`src/rtl/control_unit_pkg.sv`:
```
// Shared constants for the control_unit sequencer: FSM state codes, opcodes
// and instruction field positions.
package control_unit_pkg;

    typedef logic [2:0] state_t;

    localparam state_t ST_FETCH     = 3'd0;
    localparam state_t ST_DECODE    = 3'd1;
    localparam state_t ST_EXECUTE   = 3'd2;
    localparam state_t ST_WRITEBACK = 3'd3;
    localparam state_t ST_HALT      = 3'd4;

    localparam logic [3:0] OP_ADD  = 4'h0;
    localparam logic [3:0] OP_SUB  = 4'h1;
    localparam logic [3:0] OP_AND  = 4'h2;
    localparam logic [3:0] OP_OR   = 4'h3;
    localparam logic [3:0] OP_XOR  = 4'h4;
    localparam logic [3:0] OP_NOT  = 4'h5;
    localparam logic [3:0] OP_SHL  = 4'h6;
    localparam logic [3:0] OP_SHR  = 4'h7;
    localparam logic [3:0] OP_LDI  = 4'h8;
    localparam logic [3:0] OP_JMP  = 4'h9;
    localparam logic [3:0] OP_JZ   = 4'hA;
    localparam logic [3:0] OP_JC   = 4'hB;
    localparam logic [3:0] OP_HALT = 4'hF;

    localparam int OP_MSB  = 15;
    localparam int OP_LSB  = 12;
    localparam int RD_MSB  = 11;
    localparam int RD_LSB  = 9;
    localparam int RS_MSB  = 8;
    localparam int RS_LSB  = 6;
    localparam int RT_MSB  = 5;
    localparam int RT_LSB  = 3;
    localparam int IMM_MSB = 7;
    localparam int IMM_LSB = 0;

    function automatic logic is_alu_op(input logic [3:0] op);
        return ~op[3];
    endfunction

endpackage

```
`src/rtl/control_unit_regfile.sv`:
```
// 8x8 register file: two combinational read ports, a debug read port and one
// synchronous write port, cleared asynchronously.
module control_unit_regfile #(
    parameter int NREGS = 8
) (
    input  logic       clk,
    input  logic       rst_n,
    input  logic       we,
    input  logic [2:0] waddr,
    input  logic [7:0] wdata,
    input  logic [2:0] raddr_a,
    input  logic [2:0] raddr_b,
    output logic [7:0] rdata_a,
    output logic [7:0] rdata_b,
    input  logic [2:0] dbg_sel,
    output logic [7:0] dbg_data
);

    logic [7:0] regs_q [NREGS];
    logic [7:0] regs_d [NREGS];

    always_comb begin
        regs_d = regs_q;
        if (we) begin
            regs_d[waddr] = wdata;
        end
    end

    always_ff @(posedge clk or negedge rst_n) begin
        if (!rst_n) begin
            for (int i = 0; i < NREGS; i++) begin
                regs_q[i] <= '0;
            end
        end else begin
            regs_q <= regs_d;
        end
    end

    assign rdata_a  = regs_q[raddr_a];
    assign rdata_b  = regs_q[raddr_b];
    assign dbg_data = regs_q[dbg_sel];

endmodule

```
`src/rtl/control_unit.sv`:
```
// Fetch/decode/execute sequencer for the 8-bit core, driving an external ALU.
// state     | meaning
// FETCH     | imem_req held with imem_addr=pc until ack; IR captured on ack
// DECODE    | latch ALU operands, or resolve LDI/jump/branch/NOP/HALT
// EXECUTE   | ALU operands stable; capture result and flags at the edge
// WRITEBACK | write ALU result or LDI immediate, advance pc
// HALT      | absorbing until reset
module control_unit
    import control_unit_pkg::*;
#(
    parameter int         NREGS    = 8,
    parameter logic [7:0] RESET_PC = 8'h00
) (
    input  logic        clk,
    input  logic        rst_n,
    output logic        imem_req,
    output logic [7:0]  imem_addr,
    input  logic        imem_ack,
    input  logic [15:0] imem_data,
    output logic [7:0]  alu_a,
    output logic [7:0]  alu_b,
    output logic [2:0]  alu_opcode,
    input  logic [7:0]  alu_out,
    input  logic        alu_zero,
    input  logic        alu_carry,
    input  logic [2:0]  dbg_sel,
    output logic [7:0]  dbg_data,
    output logic [7:0]  pc,
    output logic        zero_flag,
    output logic        carry_flag,
    output logic        halted
);

    state_t      state_q, state_d;
    logic [7:0]  pc_q, pc_d;
    logic [15:0] ir_q, ir_d;
    logic        req_q, req_d;
    logic [7:0]  alu_a_q, alu_a_d;
    logic [7:0]  alu_b_q, alu_b_d;
    logic [2:0]  alu_op_q, alu_op_d;
    logic [7:0]  result_q, result_d;
    logic        zero_q, zero_d;
    logic        carry_q, carry_d;

    logic [3:0]  op;
    logic [2:0]  rd, rs, rt;
    logic [7:0]  imm;
    logic [7:0]  rdata_a, rdata_b;
    logic        rf_we;
    logic [7:0]  rf_wdata;

    assign op  = ir_q[OP_MSB:OP_LSB];
    assign rd  = ir_q[RD_MSB:RD_LSB];
    assign rs  = ir_q[RS_MSB:RS_LSB];
    assign rt  = ir_q[RT_MSB:RT_LSB];
    assign imm = ir_q[IMM_MSB:IMM_LSB];

    control_unit_regfile #(.NREGS(NREGS)) u_regfile (
        .clk      (clk),
        .rst_n    (rst_n),
        .we       (rf_we),
        .waddr    (rd),
        .wdata    (rf_wdata),
        .raddr_a  (rs),
        .raddr_b  (rt),
        .rdata_a  (rdata_a),
        .rdata_b  (rdata_b),
        .dbg_sel  (dbg_sel),
        .dbg_data (dbg_data)
    );

    always_comb begin
        state_d  = state_q;
        pc_d     = pc_q;
        ir_d     = ir_q;
        alu_a_d  = alu_a_q;
        alu_b_d  = alu_b_q;
        alu_op_d = alu_op_q;
        result_d = result_q;
        zero_d   = zero_q;
        carry_d  = carry_q;
        rf_we    = 1'b0;
        rf_wdata = op[3] ? imm : result_q;

        case (state_q)
            ST_FETCH: begin
                // an ack is only honoured while the request is actually out
                if (req_q && imem_ack) begin
                    ir_d    = imem_data;
                    state_d = ST_DECODE;
                end
            end
            ST_DECODE: begin
                if (is_alu_op(op)) begin
                    alu_a_d  = rdata_a;
                    alu_b_d  = rdata_b;
                    alu_op_d = op[2:0];
                    state_d  = ST_EXECUTE;
                end else begin
                    state_d = ST_FETCH;
                    case (op)
                        OP_LDI:  state_d = ST_WRITEBACK;
                        OP_JMP:  pc_d = imm;
                        OP_JZ:   pc_d = zero_q  ? imm : pc_q + 8'd1;
                        OP_JC:   pc_d = carry_q ? imm : pc_q + 8'd1;
                        OP_HALT: state_d = ST_HALT;
                        default: pc_d = pc_q + 8'd1;
                    endcase
                end
            end
            ST_EXECUTE: begin
                result_d = alu_out;
                zero_d   = alu_zero;
                if (op == OP_ADD) begin
                    carry_d = alu_carry;
                end
                state_d = ST_WRITEBACK;
            end
            ST_WRITEBACK: begin
                rf_we   = 1'b1;
                pc_d    = pc_q + 8'd1;
                state_d = ST_FETCH;
            end
            ST_HALT: state_d = ST_HALT;
            default: state_d = ST_FETCH;
        endcase

        // registered so the request stays low for the first cycle out of reset
        req_d = (state_d == ST_FETCH);
    end

    always_ff @(posedge clk or negedge rst_n) begin
        if (!rst_n) begin
            state_q  <= ST_FETCH;
            pc_q     <= RESET_PC;
            ir_q     <= '0;
            req_q    <= 1'b0;
            alu_a_q  <= '0;
            alu_b_q  <= '0;
            alu_op_q <= '0;
            result_q <= '0;
            zero_q   <= 1'b0;
            carry_q  <= 1'b0;
        end else begin
            state_q  <= state_d;
            pc_q     <= pc_d;
            ir_q     <= ir_d;
            req_q    <= req_d;
            alu_a_q  <= alu_a_d;
            alu_b_q  <= alu_b_d;
            alu_op_q <= alu_op_d;
            result_q <= result_d;
            zero_q   <= zero_d;
            carry_q  <= carry_d;
        end
    end

    assign imem_req   = req_q;
    assign imem_addr  = pc_q;
    assign pc         = pc_q;
    assign alu_a      = alu_a_q;
    assign alu_b      = alu_b_q;
    assign alu_opcode = alu_op_q;
    assign zero_flag  = zero_q;
    assign carry_flag = carry_q;
    assign halted     = (state_q == ST_HALT);

endmodule

```
`config.mk`:
```
export PLATFORM = sky130hd
export DESIGN_NAME = control_unit
export DESIGN_NICKNAME = d
export VERILOG_FILES = /design/src/rtl/control_unit_pkg.sv /design/src/rtl/control_unit_regfile.sv /design/src/rtl/control_unit.sv
export SDC_FILE = /design/constraint.sdc
export NUM_CORES = 1
export LEC_CHECK = 0
export CAP_MARGIN = 20
export CORE_MARGIN = 3
export CORE_UTILIZATION = 45
export CTS_CLUSTER_DIAMETER = 120
export DETAILED_ROUTE_END_ITERATION = 7
export PLACE_DENSITY_LB_ADDON = 0.05
export SLEW_MARGIN = 20
export SYNTH_ARGS = -nofsm -noshare
export SYNTH_HDL_FRONTEND = slang
export SYNTH_SLANG_ARGS = --single-unit
```
`constraint.sdc`:
```
create_clock -name clk -period 2.55 [get_ports clk]
set_input_delay 0.51 -clock clk [delete_from_list [all_inputs] [get_ports clk]]
set_output_delay 0.51 -clock clk [all_outputs]
set_load 0.02 [all_outputs]
```
==> results of run 1 <==
-- routing by layer --
| layer | wire (um) | vias to the layer above | track usage |
|---|---|---|---|
| li1 | - | 2059 | - |
| met1 | 6839 | 2231 | 0.2831 |
| met5 | 0 | - | 0 |
| met4 | 272 | 0 | 0.07157 |
| met3 | 824 | 23 | 0.04245 |
| met2 | 7156 | 124 | 0.3232 |
-- metrics by stage --
stage	TNS (ns)	setup slack [ns]	utilization	instance area, sq um
3_3_place_gp	-4.052	-0.5244	0.5417	7287
4_1_cts	0	0.002905	0.5839	7855
2_1_floorplan	0	0.1650	-	6299
5_1_grt	0	0.04948	0.5830	7843
6_report	0	0.09140	0.5830	7843
3_5_place_dp	-4.222	-0.5584	0.5417	7287
-- cell usage after synthesis (all sizes together) (4+ instances only) --
library cell  number
nor2              54
clkbuf            16
dfrtp            121
a22oi              4
and3               5
mux4              48
mux2              39
inv                7
nand2             37
nor2b              4
mux2i             28
a21oi             52
nand3              6
o21ai             39
buf               31
-- sequential cells by signal, indices dropped and copies added (netlist names), 3 cells and up --
signal            count
result_q              8
alu_b                 8
alu_opcode            3
alu_a                 8
ir_q                 16
imem_addr             8
u_regfile.regs_q     64
state_q               3
-- cell type report --
| cell class | instances | area [sq um] | share of cell area |
|---|---|---|---|
| clock buffer | 24 | 491.7 | 0.06270 |
| clock inverter | 4 | 20.02 | 0.002553 |
| inverter | 7 | 26.28 | 0.003350 |
| multi-input combinational | 348 | 2999 | 0.3824 |
| sequential | 121 | 3028 | 0.3861 |
| tap | 176 | 220.2 | 0.02808 |
| timing repair buffer | 103 | 1057 | 0.1348 |
-- kinds of logic after synthesis --
family | after synthesis
multiplexers | 115
AND/OR/NAND/NOR | 131
buffers and inverters | 54
adder cells (fa/ha/maj) | 1
flip-flops | 121
AO/OA/AOI/OAI | 101
-- report_power, final --
part           internal (W)  switching [W]  total (W)
logic               0.00268        0.00234    0.00502
clock network       0.00131       0.000779    0.00209
registers           0.00286        0.00108    0.00394
-- worst max path at each step --
| stage | slack, ns | depth (start not counted) | end | startpoint |
|---|---|---|---|---|
| final | 0.09 | 5 | dbg_data[7] | dbg_sel[0] |
| after global routing | 0.05 | 5 | dbg_data[5] | dbg_sel[0] |
| after CTS | 0.003 | 5 | dbg_data[5] | dbg_sel[0] |
| after detailed placement | -0.56 | 5 | dbg_data[7] | dbg_sel[0] |
| after global placement | -0.52 | 5 | dbg_data[7] | dbg_sel[0] |
| after floorplan | 0.17 | 4 | dbg_data[0] | dbg_sel[0] |
-- what timing repair did --
action,CTS,global route
resized for setup,31,2
hold buffers,0,0
pin swaps,0,0
setup endpoints to repair,8,2
cloned,2,0
==> results.cfg, run 1 <==
[global_routing]
grt_use_total = 0.2045
grt_max_degree = 122
first_global_vias = 4466
grt_antenna_before_repair = 0
grt_first_pass_wirelength_um = 24650
overflow = 0

[logic_synthesis]
yosys.area_share.adder = 0.001986
synth.lib_cells_used.distinct = 41
synthFlopType = sky130_fd_sc_hd__dfrtp_1
asyncSetResetFlopFracSynth = 1.000
yosysSeqAreaShare = 0.4807
ys.warnings.count = 0
synth.mux.area_fraction = 0.2859
synth_top_area_cell = sky130_fd_sc_hd__dfrtp_1
yosys_register_bits = 121
number_of_flops_mapped_to_enable_cells_by_yosys = 0
yosys-top-cells-area = sky130_fd_sc_hd__dfrtp_1 48%, sky130_fd_sc_hd__mux4_2 17%, sky130_fd_sc_hd__mux2_2 7.0%
synth_xor_xnor_area_share = 0
synth_area_sq_um = 6299
synth_simple_gate_area_frac = 0.1009
total_nets_after_synthesis = 556
synthesis.area_per_instance_sq_um = 12.04
synth_top_family_by_area = multiplexers
compound_cell_area_share_of_the_yosys_netlist = 0.08502
netlist.area_leader.share = 0.4807
synth_cells = 523

[timing]
worst_pin_slew_ns = 0.8814
report.final.hold_viol_count = 0
tmin_final_ns = 2.459
worst_hold_slack_ns = 0.1651
setup_violations = 0
max_freq_mhz = 406.7
final.setup_skew_ns = 0.007498
final_max_slew_viol_count = 0
grt_setup_unrepaired = false
finalCritPeriodShare = 0.9642
slew-limit-headroom = 0.4124

[cells_and_area]
drive_gt1_frac = 0.2488
n_antenna_cell = 0
synthToLayoutAreaGrowth_pct = 24.51
mostFrequentLayoutCell = sky130_fd_sc_hd__dfrtp_1
nNetsFinal = 631
fill_cells = 1157
stdcell_count = 783
mostFrequentLayoutCells = 121 x sky130_fd_sc_hd__dfrtp_1, 67 x sky130_fd_sc_hd__clkdlybuf4s50_1, 54 x sky130_fd_sc_hd__nor2_1

[clocking]
maximum_clock_path_buffer_count = 2
clock-sinks = 121
htree_num_levels = 4
ctsRootBufferMaster = sky130_fd_sc_hd__clkbuf_16
tritoncts.num_buffers = 17
clk_latency_ns = 0.41
clock_pin_slew_of_the_registers_on_the_worst_case_setup_and_hold_paths_ns = 0.05
tritoncts = built
post_cts_buffers = 0

[floorplanning]
fp.dieW_um = 124.3
design.portCount = 79
core.rowCount = 42
floorplan.core_area_sq_um = 13450
initial_core_util = 0.4682
die_height_um = 124.3
floorplan.die_area_sq_um = 15450

[pwr]
post-layout-total-power_w = 0.01105
power_density_nw_per_um2 = 1409
p_leak_nw = 3.331
irDropWorstVdd_mv = 0.6174

[routing]
wire_per_inst_um = 19.28
drt_wl_total_um = 15090
detail_route.iter0.violations = 342
route.antenna.remaining_nets = 0
vias_per_cell = 5.667
drt_pre_antenna_iters = 4
drc = 0
dr_total_vias = 4437

[worst_setup_path]
start_kind = input pin
worst_path_most_repeated_cell = sky130_fd_sc_hd__clkdlybuf4s15_2
crit_path_max_fanout = 8
crit_required_ns = 2.04
crit_path_buffers_inverters = 3
kind_of_end_point_of_the_critical_path = output pin
slowest_stage = sky130_fd_sc_hd__mux4_2
critPathArrivalTime_ns = 1.95
worstReg2RegStart = state_q[1]
path_delay_family = multiplexers
regToRegEndpoint = imem_addr[4]
worst_path_largest_cell_delay_ns = 0.50
r2r.worst_path.cells = 5
r2r_setup_slk_ns = 0.52
timing.setup.critical_path_class = in -> out
path_cells = clkdlybuf4s15_2, buf_12, mux4_2, mux2_2, clkdlybuf4s15_2

[place]
gpl.final_weighted_congestion = 0.8207
place.detailed.instances = 753
input_output_buffers = 78
place_hpwl_um = 10120

[status]
outcome = complete, no violations

[min_path]
min_path_type = in -> async

[run]
cap_violations = 0
(Power assumes the default switching activity.)
==> run 2, diff against run 1 <==
--- a/config.mk
+++ b/config.mk
@@ -6,11 +6,12 @@
 export NUM_CORES = 1
 export LEC_CHECK = 0
 export CAP_MARGIN = 20
+export CORE_ASPECT_RATIO = 1.75
 export CORE_MARGIN = 3
 export CORE_UTILIZATION = 45
 export CTS_CLUSTER_DIAMETER = 120
 export DETAILED_ROUTE_END_ITERATION = 7
-export PLACE_DENSITY_LB_ADDON = 0.05
+export PLACE_DENSITY = 0.67
 export SLEW_MARGIN = 20
 export SYNTH_ARGS = -nofsm -noshare
 export SYNTH_HDL_FRONTEND = slang
==> run 2 against run 1 <==
Net effect:
- clock-buffer cell count is 4 lower
- critical path type unchanged
- largest cell class unchanged
- largest power group unchanged
- worst hold slack worse by 0.16 ns
- worst setup slack worse by 0.037 ns
- die area is 0.36% higher
- final cell count is 0.26% higher
- clock skew hardly changed
- critical endpoint unchanged
==> results.cfg, run 2 (synthesis gave the netlist of run 1 again) <==
[status]
outcome = complete, no violations

[worst_setup_path]
critPathArrivalTime_ns = 1.99
crit_path_max_fanout = 8
cp-startpoint = dbg_sel[0]
slowest_stage = sky130_fd_sc_hd__mux4_2
kind_of_end_point_of_the_critical_path = output pin
crit_required_ns = 2.04
start_kind = input pin
path_delay_family = multiplexers
worstReg2RegStart = state_q[1]
crit_path_buffers_inverters = 3
timing.setup.critical_path_class = in -> out
path_cells = clkdlybuf4s15_2, buf_12, mux4_2, mux2_2, clkdlybuf4s15_1
worst_path_largest_cell_delay_ns = 0.49

[timing]
final_max_slew_viol_count = 0
grt_setup_unrepaired = false
accumulated_negative_setup_slack_ns = 0
report.final.hold_viol_count = 0
worst_pin_slew_ns = 0.8069
max_freq_mhz = 400.6
final.setup_skew_ns = 0.007757
slew-limit-headroom = 0.4620
setup_violations = 0
tmin_final_ns = 2.496
setup_ws_ns = 0.05394
finalCritPeriodShare = 0.9788

[clocking]
clk_latency_ns = 0.41
clock-sinks = 121
clock_pin_slew_of_the_registers_on_the_worst_case_setup_and_hold_paths_ns = 0.05
cts_hold_buffers = 0
tritoncts.num_buffers = 17
ctsRootBufferMaster = sky130_fd_sc_hd__clkbuf_16
maximum_clock_path_buffer_count = 2
htree_num_levels = 4
tritoncts = built

[cells_and_area]
reg_top3 = u_regfile.regs_q x64, ir_q x16
regMostFlops = u_regfile.regs_q
nNetsFinal = 634
n_antenna_cell = 0
mostFrequentLayoutCell = sky130_fd_sc_hd__dfrtp_1
drive_gt1_frac = 0.2520
post-route-cell-area_sq_um = 7919
synthToLayoutAreaGrowth_pct = 25.72
flip_flop_count_of_the_largest_register_after_layout = 64
mostFrequentLayoutCells = 121 x sky130_fd_sc_hd__dfrtp_1, 67 x sky130_fd_sc_hd__clkdlybuf4s50_1, 54 x sky130_fd_sc_hd__nor2_1

[place]
input_output_buffers = 78
place_area_sq_um = 7307
gpl.final_weighted_congestion = 0.8236
place_hpwl_um = 10580
dp_worst_setup_slack_ns = -0.5546

[global_routing]
first_global_vias = 4901
grt_first_pass_wirelength_um = 25150
overflow = 0
grt_use_total = 0.2181
grt_antenna_before_repair = 0
grt_max_degree = 57

[pwr]
comb_power_share = 0.449
p_switching_w = 0.004195
irDropWorstVdd_mv = 0.6972
power.internal_w = 0.007019
p_clk_frac = 0.205
switching_share = 0.3741
seq_power_share = 0.346
power_density_nw_per_um2 = 1416
p_leak_nw = 3.369

[floorplanning]
design.portCount = 79
fp.dieW_um = 95.43
core.rowCount = 56
floorplan.core_area_sq_um = 13520
initial_core_util = 0.4658
floorplan.die_area_sq_um = 15510
die_height_um = 162.5

[min_path]
min_path_type = in -> async

[routing]
drt_pre_antenna_iters = 4
wire_per_inst_um = 19.54
dr_total_vias = 4522
drt_wl_total_um = 15340
detail_route.iter0.violations = 328
drc = 0
route.antenna.remaining_nets = 0
vias_per_cell = 5.761

[run]
cap_violations = 0
[run 2: cell count changes in the layout (fill, tap and decap cells not counted), sizes merged]
cell,delta
buf,+2
bufinv,+2
clkbuf,-4
clkdlybuf4s15,+1
clkinv,+1
clkinvlp,+2
[run 2: power by group through the flow]
stage | combinational (W) | clock [W] | sequential, W
3_5_place_dp | 0.00508 | 0 | 0.00390
5_1_grt | 0.00549 | 0.00242 | 0.00402
3_3_place_gp | 0.00497 | 0 | 0.00382
4_1_cts | 0.00508 | 0.00233 | 0.00388
6_report | 0.00503 | 0.00230 | 0.00388
2_1_floorplan | 0.00350 | 0 | 0.00375
[run 2: final timing paths]
kind,end,slack [ns],cells past startpoint
worst max-delay path,dbg_data[7],0.05,5
min in group clk,result_q[6],0.50,1
worst max register to register,imem_addr[5],0.44,5
worst min register to register,result_q[6],0.50,1
worst min-delay path,alu_opcode[1],0.004,1
max in group asynchronous,alu_b[3],1.93,2
[run 2: area by class of cell]
| cell class | count | area [sq um] |
|---|---|---|
| multi-input combinational | 348 | 2999 |
| inverter | 7 | 26.28 |
| sequential | 121 | 3028 |
| timing repair buffer | 106 | 1081 |
| clock inverter | 9 | 100.1 |
| clock buffer | 20 | 466.7 |
| tap | 174 | 217.7 |
| fill | 1115 | 5604 |
[run 2: metrics by stage]
step | hold WS [ns] | total power, W | util | instances
after floorplan | 0.2144 | 0.007249 | - | 523
after global placement | 0.4462 | 0.008786 | 0.5403 | 754
after detailed placement | 0.4500 | 0.008983 | 0.5403 | 754
after CTS | 0.01182 | 0.01129 | 0.5853 | 785
after global routing | 0.02183 | 0.01192 | 0.5856 | 785
final | 0.004077 | 0.01121 | 0.5856 | 785
[run 2: layer usage]
metal	track usage	routed length (um)	up-vias
li1	-	-	2068
met1	0.2365	5554	2276
met2	0.3974	8646	155
met3	0.04207	852	23
met4	0.1030	285	0
met5	0	0	-
[run 2: what timing repair did]
action / in CTS / in global routing
endpoints found under the hold margin: 0 / 0
pin swaps: 0 / 0
setup endpoints to repair: 8 / 3
setup buffers: 0 / 0
gates resized for setup: 25 / 3
gates cloned: 2 / 0
==> run 3, diff against run 2 <==
--- a/config.mk
+++ b/config.mk
@@ -11,7 +11,7 @@
 export CORE_UTILIZATION = 45
 export CTS_CLUSTER_DIAMETER = 120
 export DETAILED_ROUTE_END_ITERATION = 7
-export PLACE_DENSITY = 0.67
+export PLACE_DENSITY = 0.65
 export SLEW_MARGIN = 20
 export SYNTH_ARGS = -nofsm -noshare
 export SYNTH_HDL_FRONTEND = slang
==> run 3 against run 2 <==
Net effect:
- register-to-register slack hardly changed
- critical path depth is the same
- clock-buffer cell count grew 4
- core utilization increased by 0.92 points
- non-clock buffer count down 1
- power up 3.8%
- highest routed layer unchanged
==> results.cfg, run 3 (synthesis gave the netlist of run 1 again) <==
[clocking]
maximum_clock_path_buffer_count = 2
clock_pin_slew_of_the_registers_on_the_worst_case_setup_and_hold_paths_ns = 0.05
cts_repair_resize_count = 31
clock-sinks = 121
ctsRootBufferMaster = sky130_fd_sc_hd__clkbuf_16
clk_latency_ns = 0.41
htree_num_levels = 4
tritoncts.num_buffers = 17
post_cts_buffers = 0
tritoncts = built
cts_hold_buffers = 0

[floorplanning]
floorplan.core_area_sq_um = 13520
fp.dieW_um = 95.43
die_height_um = 162.5
design.portCount = 79
floorplan.die_area_sq_um = 15510
initial_core_util = 0.4658
core.rowCount = 56

[routing]
drt_pre_antenna_iters = 7
wire_per_inst_um = 19.65
route.antenna.remaining_nets = 0
vias_per_cell = 5.831
detail_route.iter0.violations = 374
dr_total_vias = 4577
drc = 0
drt_wl_total_um = 15430

[worst_setup_path]
path_cells = dlygate4sd2_1, bufbuf_16, mux4_2, mux2_2, clkdlybuf4s15_2
worst_path_largest_cell_delay_ns = 0.32
crit_required_ns = 2.04
critPathArrivalTime_ns = 1.95
slowest_stage = sky130_fd_sc_hd__bufbuf_16
timing.setup.critical_path_class = in -> out
kind_of_end_point_of_the_critical_path = output pin
start_kind = input pin
crit_path_max_fanout = 8

[min_path]
min_path_type = in -> async

[global_routing]
grt_use_total = 0.2182
overflow = 0
grt_first_pass_wirelength_um = 25260
grt_max_degree = 49
first_global_vias = 4855
grt_antenna_before_repair = 0

[timing]
report.final.hold_viol_count = 0
final.setup_skew_ns = 0.007059
setup_violations = 0
grt_setup_unrepaired = false
max_freq_mhz = 405.9
tmin_final_ns = 2.464
worst_pin_slew_ns = 0.8676
worst_hold_slack_ns = 0.02906
slew-limit-headroom = 0.4216
finalCritPeriodShare = 0.9662
final_max_slew_viol_count = 0

[cells_and_area]
synthToLayoutAreaGrowth_pct = 27.69
post-route-cell-area_sq_um = 8043
regMostFlops = u_regfile.regs_q
nNetsFinal = 633
mostFrequentLayoutCells = 121 x sky130_fd_sc_hd__dfrtp_1, 67 x sky130_fd_sc_hd__clkdlybuf4s50_1, 54 x sky130_fd_sc_hd__nor2_1
flip_flop_count_of_the_largest_register_after_layout = 64
n_antenna_cell = 0
mostFrequentLayoutCell = sky130_fd_sc_hd__dfrtp_1
drive_gt1_frac = 0.2586
reg_top3 = u_regfile.regs_q x64, ir_q x16

[place]
place_area_sq_um = 7300
input_output_buffers = 78
gpl.final_weighted_congestion = 0.7996
place_hpwl_um = 10390

[pwr]
post-layout-total-power_w = 0.01164
p_leak_nw = 3.406
irDropWorstVdd_mv = 0.7679
power_density_nw_per_um2 = 1447

[status]
outcome = complete, no violations

[run]
cap_violations = 0
==> run 3: cell types whose count changed in the layout (fill, tap and decap cells not counted) <==
cell	change
sky130_fd_sc_hd__clkinvlp_4	-1
sky130_fd_sc_hd__buf_4	-1
sky130_fd_sc_hd__clkinv_2	-5
sky130_fd_sc_hd__bufbuf_16	-1
sky130_fd_sc_hd__bufinv_16	+3
sky130_fd_sc_hd__clkdlybuf4s15_2	+7
sky130_fd_sc_hd__buf_2	-3
sky130_fd_sc_hd__clkdlybuf4s15_1	-4
sky130_fd_sc_hd__buf_16	+1
sky130_fd_sc_hd__clkbuf_8	+4
==> run 3: through the flow <==
step	util	cells	worst slack [ns]	TNS, ns
floorplan	-	523	0.1650	0
global placement	0.5398	753	-0.5487	-4.075
detailed placement	0.5398	753	-0.5531	-4.150
CTS	0.5947	785	0.07159	0
global route	0.5947	785	0.06450	0
finish	0.5947	785	0.08631	0
==> run 3: final timing paths <==
path	startpoint	end	slack [ns]	cells after the start
max	dbg_sel[1]	dbg_data[5]	0.09	5
min	rst_n	alu_opcode[1]	0.03	1
max reg2reg	state_q[1]	imem_addr[4]	0.43	4
min reg2reg	result_q[4]	result_q[4]	0.50	1
max in group asynchronous	rst_n	alu_a[6]	1.85	2
min in group clk	result_q[4]	result_q[4]	0.50	1
==> run 3: report_power, final <==
part / switching [W] / internal (W)
Combinational: 0.00234 / 0.00270
Sequential: 0.00103 / 0.00286
Clock: 0.000809 / 0.00191
Total: 0.00418 / 0.00746
==> run 3: critical path: cells and delay by family <==
kind	cells	cell delay, ns
buffers and inverters	3	0.88
multiplexers	2	0.56
==> run 3: metal layers <==
metal	track usage	share of wire
met5	0	0
met3	0.04115	0.047
met4	0.1088	0.035
met2	0.3770	0.54
met1	0.2548	0.37
==> run 3: cell type report <==
| cell class | count | area, sq um |
|---|---|---|
| fillers | 1104 | 5480 |
| flip-flops and latches | 121 | 3028 |
| multi-input cells | 348 | 2999 |
| repair buffers | 105 | 1092 |
| clock buffers | 24 | 521.8 |
| well taps | 174 | 217.7 |
| clock inverters | 6 | 157.7 |
| inverters | 7 | 26.28 |
